**config.mk**
```make
export PLATFORM = sky130hd
export DESIGN_NAME = bcd_scan_controller
export DESIGN_NICKNAME = d
export VERILOG_FILES = /design/src/rtl/bcd_scan_controller.sv
export SDC_FILE = /design/constraint.sdc
export NUM_CORES = 1
export LEC_CHECK = 0
export ABC_CLOCK_PERIOD_IN_PS = 2600
export BUFFER_PORTS_ARGS = -buffer_cell sky130_fd_sc_hd__clkbuf_2
export CAP_MARGIN = 15
export CORE_MARGIN = 2
export CORE_UTILIZATION = 45
export CTS_BUF_LIST = sky130_fd_sc_hd__clkbuf_16
export CTS_CLUSTER_DIAMETER = 30
export DETAILED_ROUTE_END_ITERATION = 12
export HOLD_SLACK_MARGIN = 0.08
export MAX_ROUTING_LAYER = met4
export PLACE_DENSITY = 0.7
export SLEW_MARGIN = 20
export SYNTH_ARGS = -nofsm -noshare
export SYNTH_HDL_FRONTEND = slang
export SYNTH_SLANG_ARGS = --single-unit
```
**constraint.sdc**
```tcl
create_clock -name clk -period 2.6 [get_ports clk]
set_input_delay 0.26 -clock clk [delete_from_list [all_inputs] [get_ports clk]]
set_output_delay 0.26 -clock clk [all_outputs]
set_load 0.02 [all_outputs]
```
**src/rtl/bcd_scan_controller.sv**
```systemverilog
// bcd_scan_controller
// Time-multiplexed scan of a common-anode 7-segment display through one shared
// BCD decoder. A pending frame is captured on load and is promoted to the active
// frame only at a frame boundary, so a frame never mixes old and new digits.
// Every output is registered. The register inputs are computed from the
// next-state values, so outputs line up with the state they describe.
// Optional build macro: LEADING_ZERO_BLANK_EN (suppress leading zero digits).
//
// state | meaning
// IDLE  | scanning off, all digits dark, idx=0, cnt=0
// BLANK | digit idx selected on bcd_out, all enables off (anti-ghosting gap)
// SHOW  | digit idx enabled (unless suppressed), dp driven for that digit
module bcd_scan_controller #(
  parameter int NUM_DIGITS   = 4,
  parameter int SCAN_DIV     = 50000,
  parameter int BLANK_CYCLES = 500
) (
  input  logic                    clk,
  input  logic                    rst,
  input  logic                    enable,
  input  logic                    load,
  input  logic [4*NUM_DIGITS-1:0] bcd_in,
  input  logic [NUM_DIGITS-1:0]   dp_in,
  output logic [3:0]              bcd_out,
  output logic [NUM_DIGITS-1:0]   digit_n,
  output logic                    dp_n,
  output logic                    frame_done
);

  localparam int CW = $clog2(SCAN_DIV);
  localparam int IW = $clog2(NUM_DIGITS);
  localparam logic [CW-1:0] BLANK_LAST = CW'(BLANK_CYCLES - 1);
  localparam logic [CW-1:0] SLOT_LAST  = CW'(SCAN_DIV - 1);
  localparam logic [IW-1:0] IDX_LAST   = IW'(NUM_DIGITS - 1);

  typedef enum logic [1:0] {IDLE, BLANK, SHOW} state_t;

  state_t                  state_q, state_d;
  logic [IW-1:0]           idx_q, idx_d;
  logic [CW-1:0]           cnt_q, cnt_d;
  logic [4*NUM_DIGITS-1:0] pend_bcd_q, pend_bcd_d, act_bcd_q, act_bcd_d;
  logic [NUM_DIGITS-1:0]   pend_dp_q, pend_dp_d, act_dp_q, act_dp_d;
  logic                    boundary;
  logic [NUM_DIGITS-1:0]   suppress;

  logic [3:0]              bcd_out_d;
  logic [NUM_DIGITS-1:0]   digit_n_d;
  logic                    dp_n_d;
  logic                    frame_done_d;

  // State, frame and output registers; reset overrides load and enable.
  always_ff @(posedge clk) begin
    if (rst) begin
      state_q    <= IDLE;
      idx_q      <= '0;
      cnt_q      <= '0;
      pend_bcd_q <= '0;
      pend_dp_q  <= '0;
      act_bcd_q  <= '0;
      act_dp_q   <= '0;
      bcd_out    <= 4'd0;
      digit_n    <= '1;
      dp_n       <= 1'b1;
      frame_done <= 1'b0;
    end else begin
      state_q    <= state_d;
      idx_q      <= idx_d;
      cnt_q      <= cnt_d;
      pend_bcd_q <= pend_bcd_d;
      pend_dp_q  <= pend_dp_d;
      act_bcd_q  <= act_bcd_d;
      act_dp_q   <= act_dp_d;
      bcd_out    <= bcd_out_d;
      digit_n    <= digit_n_d;
      dp_n       <= dp_n_d;
      frame_done <= frame_done_d;
    end
  end

  // Next state, slot counter, digit index and frame promotion at boundaries.
  always_comb begin
    state_d    = state_q;
    idx_d      = idx_q;
    cnt_d      = cnt_q;
    boundary   = 1'b0;
    pend_bcd_d = load ? bcd_in : pend_bcd_q;
    pend_dp_d  = load ? dp_in : pend_dp_q;
    act_bcd_d  = act_bcd_q;
    act_dp_d   = act_dp_q;
    if (!enable) begin
      state_d = IDLE;
      idx_d   = '0;
      cnt_d   = '0;
    end else begin
      case (state_q)
        IDLE: begin
          state_d  = BLANK;
          idx_d    = '0;
          cnt_d    = '0;
          boundary = 1'b1;
        end
        BLANK: begin
          if (cnt_q == BLANK_LAST) state_d = SHOW;
          cnt_d = cnt_q + CW'(1);
        end
        SHOW: begin
          if (cnt_q == SLOT_LAST) begin
            state_d = BLANK;
            cnt_d   = '0;
            if (idx_q == IDX_LAST) begin
              idx_d    = '0;
              boundary = 1'b1;
            end else begin
              idx_d = idx_q + IW'(1);
            end
          end else begin
            cnt_d = cnt_q + CW'(1);
          end
        end
        default: begin
          state_d = IDLE;
          idx_d   = '0;
          cnt_d   = '0;
        end
      endcase
    end
    // pend_*_d already carries a same-cycle load, giving the boundary bypass.
    if (boundary) begin
      act_bcd_d = pend_bcd_d;
      act_dp_d  = pend_dp_d;
    end
  end

`ifdef LEADING_ZERO_BLANK_EN
  // A digit is suppressed when it and every higher digit are zero; digit 0 never.
  always_comb begin
    logic zero_above;
    suppress   = '0;
    zero_above = 1'b1;
    for (int k = NUM_DIGITS - 1; k >= 1; k--) begin
      zero_above  = zero_above && (act_bcd_d[4*k +: 4] == 4'd0);
      suppress[k] = zero_above;
    end
  end
`else
  assign suppress = '0;
`endif

  // Output values for the upcoming cycle, decoded from next-state values.
  always_comb begin
    bcd_out_d    = 4'd0;
    digit_n_d    = '1;
    dp_n_d       = 1'b1;
    frame_done_d = (state_d == SHOW) && (idx_d == IDX_LAST) && (cnt_d == SLOT_LAST);
    for (int k = 0; k < NUM_DIGITS; k++) begin
      if (idx_d == IW'(k)) begin
        bcd_out_d = act_bcd_d[4*k +: 4];
        if ((state_d == SHOW) && !suppress[k]) begin
          digit_n_d[k] = 1'b0;
          dp_n_d       = ~act_dp_d[k];
        end
      end
    end
  end

endmodule

```
==> results.ini, run 1 <==
[detailed_routing]
routedWlPerCell_um = 14.7
ant_nets = 0
first_pass_iters = 4
vias = 2872
met1_length_um = 3810
wl_met3_um = 328
via_per_inst = 5.39
drc = 0
routed_wl_um = 7850
first_iter_violations = 190
dr.max_layer_used = met4
wl_met2_um = 3660

[floorplanning]
initial_utilization_pct = 46.0
die-area_um2 = 8040
io_pins = 34
coreArea_um2 = 7180
die_w_um = 89.6
die_h_um = 89.6
rows = 31

[finish]
fin_nets = 459
multi_input_area_um2 = 1810
regArea_um2 = 1400
fin_util_pct = 58.6
layout_commonest_cell = dfxtp_1
mostFrequentLayoutCells = dfxtp_1 (70), nor2_1 (54), buf_4 (37)
drive_gt1_share_pct = 24.2
fillers = 614
syn2layout_area_growth_pct = 27.4
antenna_cells = 0

[worst_setup_path]
critical_path.max_stage_delay_ps = 570
cp_data_required_time_ps = 2810
setup.worst_path.class = flip-flop to flip-flop
worstPathArrival_ps = 2730
r2r_cells = 7
crit_fanout = 5
cp-end-kind = flip-flop
crit_top_cell = or4_4
crit_slowest_cell = or4_4
start_kind = flip-flop
path_cells = or4_4 > or4_4 > o211a_4 > buf_4 > mux4_1 > nand2_1 > o21ai_1

[sta]
setup_viol = 0
fin_crit_ps = 2520
slew_headroom_pct = 59.0
finalSetupTns_ps = 0
fmax_ghz = 0.396
worst_pin_slew_ps = 607
finalMaxSlewViolations = 0
finClkSkew_ps = 8.54
hold_viol = 0
period_share_pct = 97.0

[clock_tree]
cts_tree = built
clock_latency_ps = 330
clockBufferDepth = 2
cts_sinks = 70
cts_buffers = 9
clk_pin_slew_ps = 60
root_buffer = clkbuf_16
h-tree-depth = 3

[yosys]
synth_nets = 395
yosys-mux-area-fraction_pct = 10.5
avgSynthCellArea_um2 = 9.04
synth_cells = 365
synth-simple-area-share_pct = 23.7
synth-compound-area-share_pct = 12.5
synthArstFlopShare_pct = 0
synth_edf_count = 0
synth-seq-cells = 70
yosysWarningCount = 0
synth_fa_ha_area_share_pct = 2.27
synth_flop_cell = dfxtp_1
synth.top_cell.area_share_pct = 42.5
synth_cell_types = 52
synth_xor_area_share_pct = 4.51
synth_area_um2 = 3300
synth_largest_area_cell = dfxtp_1
synth.area.top_cells = dfxtp_1 (42%), mux2i_1 (7.0%), nor2_1 (6.1%)
yosysSeqAreaShare_pct = 42.5
synth_top_family_by_area = simple AND/OR/NAND/NOR gates

[placement]
dp_hpwl_um = 5550
place.gp.congestion = 0.877
io_buffer_count = 33

[power]
power_density_nw_per_um2 = 632
vdd_drop_max_mv = 0.487
leakagePower_nw = 1.73

[global_routing]
grt_use_total_pct = 20.8
grt_pass1_vias = 2643
grt_start_max_net_pins = 26
antenna_found_initial = 0
grt_pass1_wl_um = 12500
grt-ovfl-total = 0

[min_path]
hold_depth = 3
hold_class = input port to flip-flop

[flow_run]
drv_cap = 0

[run_status]
outcome = finished clean

## final cells by class
| cell class | count | share of cell area, % |
|---|---|---|
| Multi-Input combinational cell | 264 | 43.0 |
| Sequential cell | 70 | 33.3 |
| Timing Repair Buffer | 74 | 12.1 |
| Clock buffer | 9 | 5.36 |
| Tap cell | 99 | 2.95 |
| Clock inverter | 7 | 2.32 |
| Inverter | 10 | 0.893 |
## synthesized netlist by cell type, drive strengths merged (2+ instances only)
master and instances:
nor3 6, nor4b 2, dfxtp 70, o221ai 2, a211oi 11, and4 2
xnor2 10, or4 3, nor2 54, a211o 4, nand3 12, nand4 5
o211a 6, and3 5, nor3b 2, and2 5, nor4 10, mux2 8
a32o 2, clkbuf 10, and3b 2, ha 6, xor2 7, nor2b 6
a21oi 11, nand2 23, nand2b 9, mux2i 23, inv 10, o21ai 11
o32ai 2, buf 11
## critical path: cells and delay by family (launching register included)
family | cells | cell delay [ps]
simple gates | 3 | 1150
mux | 1 | 450
compound gates | 2 | 350
flops | 1 | 310
buf+inv | 1 | 150
## worst paths after layout
kind,startpoint,slack [ps],endpoint
min,bcd_in[0],200,pend_bcd_q[0]$_SDFF_PP0_
max reg2reg,cnt_q[10]$_SDFF_PP0_,80,bcd_out[0]$_SDFF_PP0_
max,cnt_q[10]$_SDFF_PP0_,80,bcd_out[0]$_SDFF_PP0_
min reg2reg,act_bcd_q[6]$_SDFF_PP0_,490,act_bcd_q[6]$_SDFF_PP0_
## power breakdown
group / leakage (nW) / total [W] / internal (W) / switching [W]
clock network: 0.157 / 0.00131 / 0.000842 / 0.000465
registers: 0.572 / 0.00114 / 0.00112 / 0.0000184
logic: 0.998 / 0.000215 / 0.000102 / 0.000114
## per-layer routing
metal  vias to the layer above  track usage, %
li1                       1433               -
met1                      1367            28.4
met2                        64            31.4
met3                         8            3.75
met4                         0            6.65
met5                         -               -
## stage by stage
step	cells	instance area (um2)	hold slack [ps]	worst slack, ps	power [W]
after global placement	506	3730	479	83.6	0.00135
final	533	4210	199	77.7	0.00266
after global routing	533	4210	202	-40.6	0.00274
after detailed placement	506	3730	481	10.8	0.00135
after floorplan	365	3300	421	52.4	0.00129
after CTS	522	4060	195	24.1	0.00266
## cells by family (layout without fill, tap and decap cells)
family	count (synthesis)	after routing
fa+ha+maj	6	6
buf+inv	31	100
compound gates	57	57
xor+xnor	17	17
simple gates	152	152
flops	70	70
mux	32	32
## repair_timing
| action | in CTS | in global routing |
|---|---|---|
| endpoints found under the setup margin | 0 | 5 |
| hold buffers | 0 | 0 |
| setup buffers | 0 | 10 |
| resized for setup | 0 | 9 |
## state kept, by name, summed over array words and instances (netlist names), 2 cells and up
signal and count:
idx_q 2, act_bcd_q 16, act_dp_q 4, digit_n 4, pend_dp_q 4, bcd_out 4
pend_bcd_q 16, state_q 2, cnt_q 16
No activity file was read; power rests on OpenSTA's default activity.
==> inputs of run 2 (changes only) <==
--- a/config.mk
+++ b/config.mk
@@ -5,7 +5,7 @@
 export SDC_FILE = /design/constraint.sdc
 export NUM_CORES = 1
 export LEC_CHECK = 0
-export ABC_CLOCK_PERIOD_IN_PS = 2600
+export ABC_CLOCK_PERIOD_IN_PS = 2800
 export BUFFER_PORTS_ARGS = -buffer_cell sky130_fd_sc_hd__clkbuf_2
 export CAP_MARGIN = 15
 export CORE_MARGIN = 2
@@ -15,7 +15,7 @@
 export DETAILED_ROUTE_END_ITERATION = 12
 export HOLD_SLACK_MARGIN = 0.08
 export MAX_ROUTING_LAYER = met4
-export PLACE_DENSITY = 0.7
+export PLACE_DENSITY = 0.68
 export SLEW_MARGIN = 20
 export SYNTH_ARGS = -nofsm -noshare
 export SYNTH_HDL_FRONTEND = slang
==> constraint.sdc (replaced) <==
create_clock -name clk -period 2.8 [get_ports clk]
set_input_delay 0.28 -clock clk [delete_from_list [all_inputs] [get_ports clk]]
set_output_delay 0.28 -clock clk [all_outputs]
set_load 0.02 [all_outputs]
==> results.ini, run 2 (same netlist as run 1, synthesis figures left out) <==
[sta]
fin_crit_ps = 2730  ; +205 ps
worst_pin_slew_ps = 636  ; +29.1 ps
fmax_ghz = 0.367  ; -7.5%
finClkSkew_ps = 9.66  ; +1.12 ps
finalMaxSlewViolations = 0  ; unchanged
finalSetupTns_ps = 0  ; unchanged
hold_viol = 0  ; unchanged
setup_viol = 0  ; unchanged
period_share_pct = 97.4  ; +0.40 points
slew_headroom_pct = 57.2  ; -1.8 points
setup_ws_ps = 72.5  ; -5.17 ps
rsz0062_at_grt = no

[worst_setup_path]
cp_data_required_time_ps = 3020  ; +210 ps
crit_slowest_cell = or4_4
ff2ff_setup_slack_ps = 70  ; about the same
crit_top_cell = or4_4
start_kind = flip-flop
path_cells = or4_4 > or4_1 > o211a_2 > or4_4 > or2_1
cp-end-kind = flip-flop
r2r-end = digit_n[3]$_SDFF_PP1_
worstPathArrival_ps = 2950  ; +220 ps
critical_path.max_stage_delay_ps = 580  ; about the same
crit_fanout = 7  ; +2
r2r_cells = 5  ; -2
setup.worst_path.class = flip-flop to flip-flop
r2r-start = cnt_q[10]$_SDFF_PP0_

[finish]
syn2layout_area_growth_pct = 18.8
fillers = 652  ; +6.2%
mostFrequentLayoutCells = dfxtp_1 (70), nor2_1 (54), clkbuf_2 (33)
antenna_cells = 0  ; unchanged
fin_util_pct = 54.7  ; -3.9 points
drive_gt1_share_pct = 19.3  ; -4.9 points
multi_input_area_um2 = 1770  ; -2.3%
reg_top3 = act_bcd_q: 16 flops, cnt_q: 16 flops, pend_bcd_q: 16 flops
regArea_um2 = 1400  ; unchanged
final_cell_area_um2 = 3920  ; -6.7%
layout_commonest_cell = dfxtp_1
fin_nets = 435  ; -5.2%

[clock_tree]
clockBufferDepth = 2  ; unchanged
clock_latency_ps = 340  ; about the same
post_cts_buffers = 0  ; unchanged
cts_buffers = 9  ; unchanged
cts_tree = built
cts_sinks = 70  ; unchanged
h-tree-depth = 3  ; unchanged
clk_pin_slew_ps = 70  ; about the same
root_buffer = clkbuf_16

[min_path]
hp-start = bcd_in[5]
hold_class = input port to flip-flop
hold_end = pend_bcd_q[5]$_SDFF_PP0_
hold_depth = 3  ; unchanged

[placement]
place.gp.congestion = 0.864  ; -1.5%
dp_hpwl_um = 4960  ; -11%
place_ws_ps = 83.5  ; +72.7 ps
io_buffer_count = 33  ; unchanged
placed_area_um2 = 3640  ; -2.6%

[global_routing]
grt_start_max_net_pins = 43  ; +65%
grt_pass1_wl_um = 11600  ; -7.3%
grt_pass1_vias = 2472  ; -6.5%
antenna_found_initial = 0  ; unchanged
grt-ovfl-total = 0  ; unchanged
grt_use_total_pct = 19.4  ; -1.4 points

[run_status]
outcome = finished clean

[power]
total_power_w = 0.00232  ; -13%
switchingPower_w = 0.000589  ; -1.3%
power_density_nw_per_um2 = 592  ; -6.3%
pwr-share-clk_pct = 47.1  ; -2.1 points
p_int_w = 0.00173  ; -16%
p_sw_share_pct = 25.4  ; +2.9 points
p_seq_share_pct = 45.3  ; +2.6 points
combPwrFrac_pct = 7.6  ; -0.5 points
vdd_drop_max_mv = 0.391  ; -20%
leakagePower_nw = 1.57  ; -9.0%

[detailed_routing]
ant_nets = 0  ; unchanged
routed_wl_um = 7110  ; -9.5%
via_per_inst = 5.39  ; about the same
first_pass_iters = 4  ; unchanged
routedWlPerCell_um = 14.0  ; -5.3%
vias = 2741  ; -4.6%
drc = 0  ; unchanged
first_iter_violations = 117  ; -38%

[floorplanning]
coreArea_um2 = 7180  ; unchanged
die_w_um = 89.6  ; unchanged
rows = 31  ; unchanged
die_h_um = 89.6  ; unchanged
io_pins = 34  ; unchanged
die-area_um2 = 8040  ; unchanged
initial_utilization_pct = 46.0  ; unchanged

[flow_run]
drv_cap = 0  ; unchanged

[run 2: cell count changes in the layout (fill, tap and decap cells not counted), sizes merged]
cell      delta
bufinv       -2
clkbuf       -1
inv          +3
clkinv       -2
clkinvlp     +1
buf         -23
[run 2: final cells by class]
| class | instances | share of cell area [%] |
|---|---|---|
| Inverter | 10 | 0.957 |
| Clock inverter | 7 | 1.56 |
| Timing Repair Buffer | 50 | 7.78 |
| Tap cell | 99 | 3.16 |
| Clock buffer | 9 | 5.74 |
| Multi-Input combinational cell | 264 | 45.1 |
| Sequential cell | 70 | 35.7 |
[run 2: layer usage]
layer	up-vias	GRT usage (%)	part of all wire (%)
met2	67	27.3	43
li1	1391	-	-
met3	13	3.66	5.1
met5	-	-	0
met4	0	10.0	2.2
met1	1270	26.3	49
[run 2: worst max path at each step]
stage	from	end	slack, ps
floorplan	cnt_q[0]$_SDFF_PP0_	digit_n[3]$_SDFF_PP1_	250
global placement	cnt_q[10]$_SDFF_PP0_	digit_n[3]$_SDFF_PP1_	150
detailed placement	cnt_q[11]$_SDFF_PP0_	frame_done$_SDFF_PP0_	80
CTS	cnt_q[11]$_SDFF_PP0_	frame_done$_SDFF_PP0_	60
global route	cnt_q[11]$_SDFF_PP0_	frame_done$_SDFF_PP0_	3
finish	cnt_q[10]$_SDFF_PP0_	digit_n[3]$_SDFF_PP1_	70
[run 2: power groups by stage]
stage / Sequential [W] / Clock [W] / Combinational, W
final: 0.00105 / 0.00109 / 0.000176
after CTS: 0.00105 / 0.00112 / 0.000177
after global routing: 0.00106 / 0.00116 / 0.000198
after floorplan: 0.00108 / 0 / 0.000121
after detailed placement: 0.00107 / 0 / 0.000175
after global placement: 0.00107 / 0 / 0.000173
[run 2: worst max-delay path, delay by kind of cell (launching register included)]
| kind | cells | cell delay, ps |
|---|---|---|
| compound gates | 1 | 390 |
| flops | 1 | 350 |
| simple gates | 4 | 1870 |
[run 2: per-stage QoR]
step / hold slack [ps] / std cells
6_report: 206 / 509
5_1_grt: 237 / 509
4_1_cts: 207 / 509
3_5_place_dp: 480 / 493
3_3_place_gp: 468 / 493
2_1_floorplan: 441 / 365
[run 2: repair_timing]
action	in CTS	in global routing
endpoints found under the setup margin	0	4
hold buffers	0	0
endpoints found under the hold margin	0	0
gates resized for setup	0	1
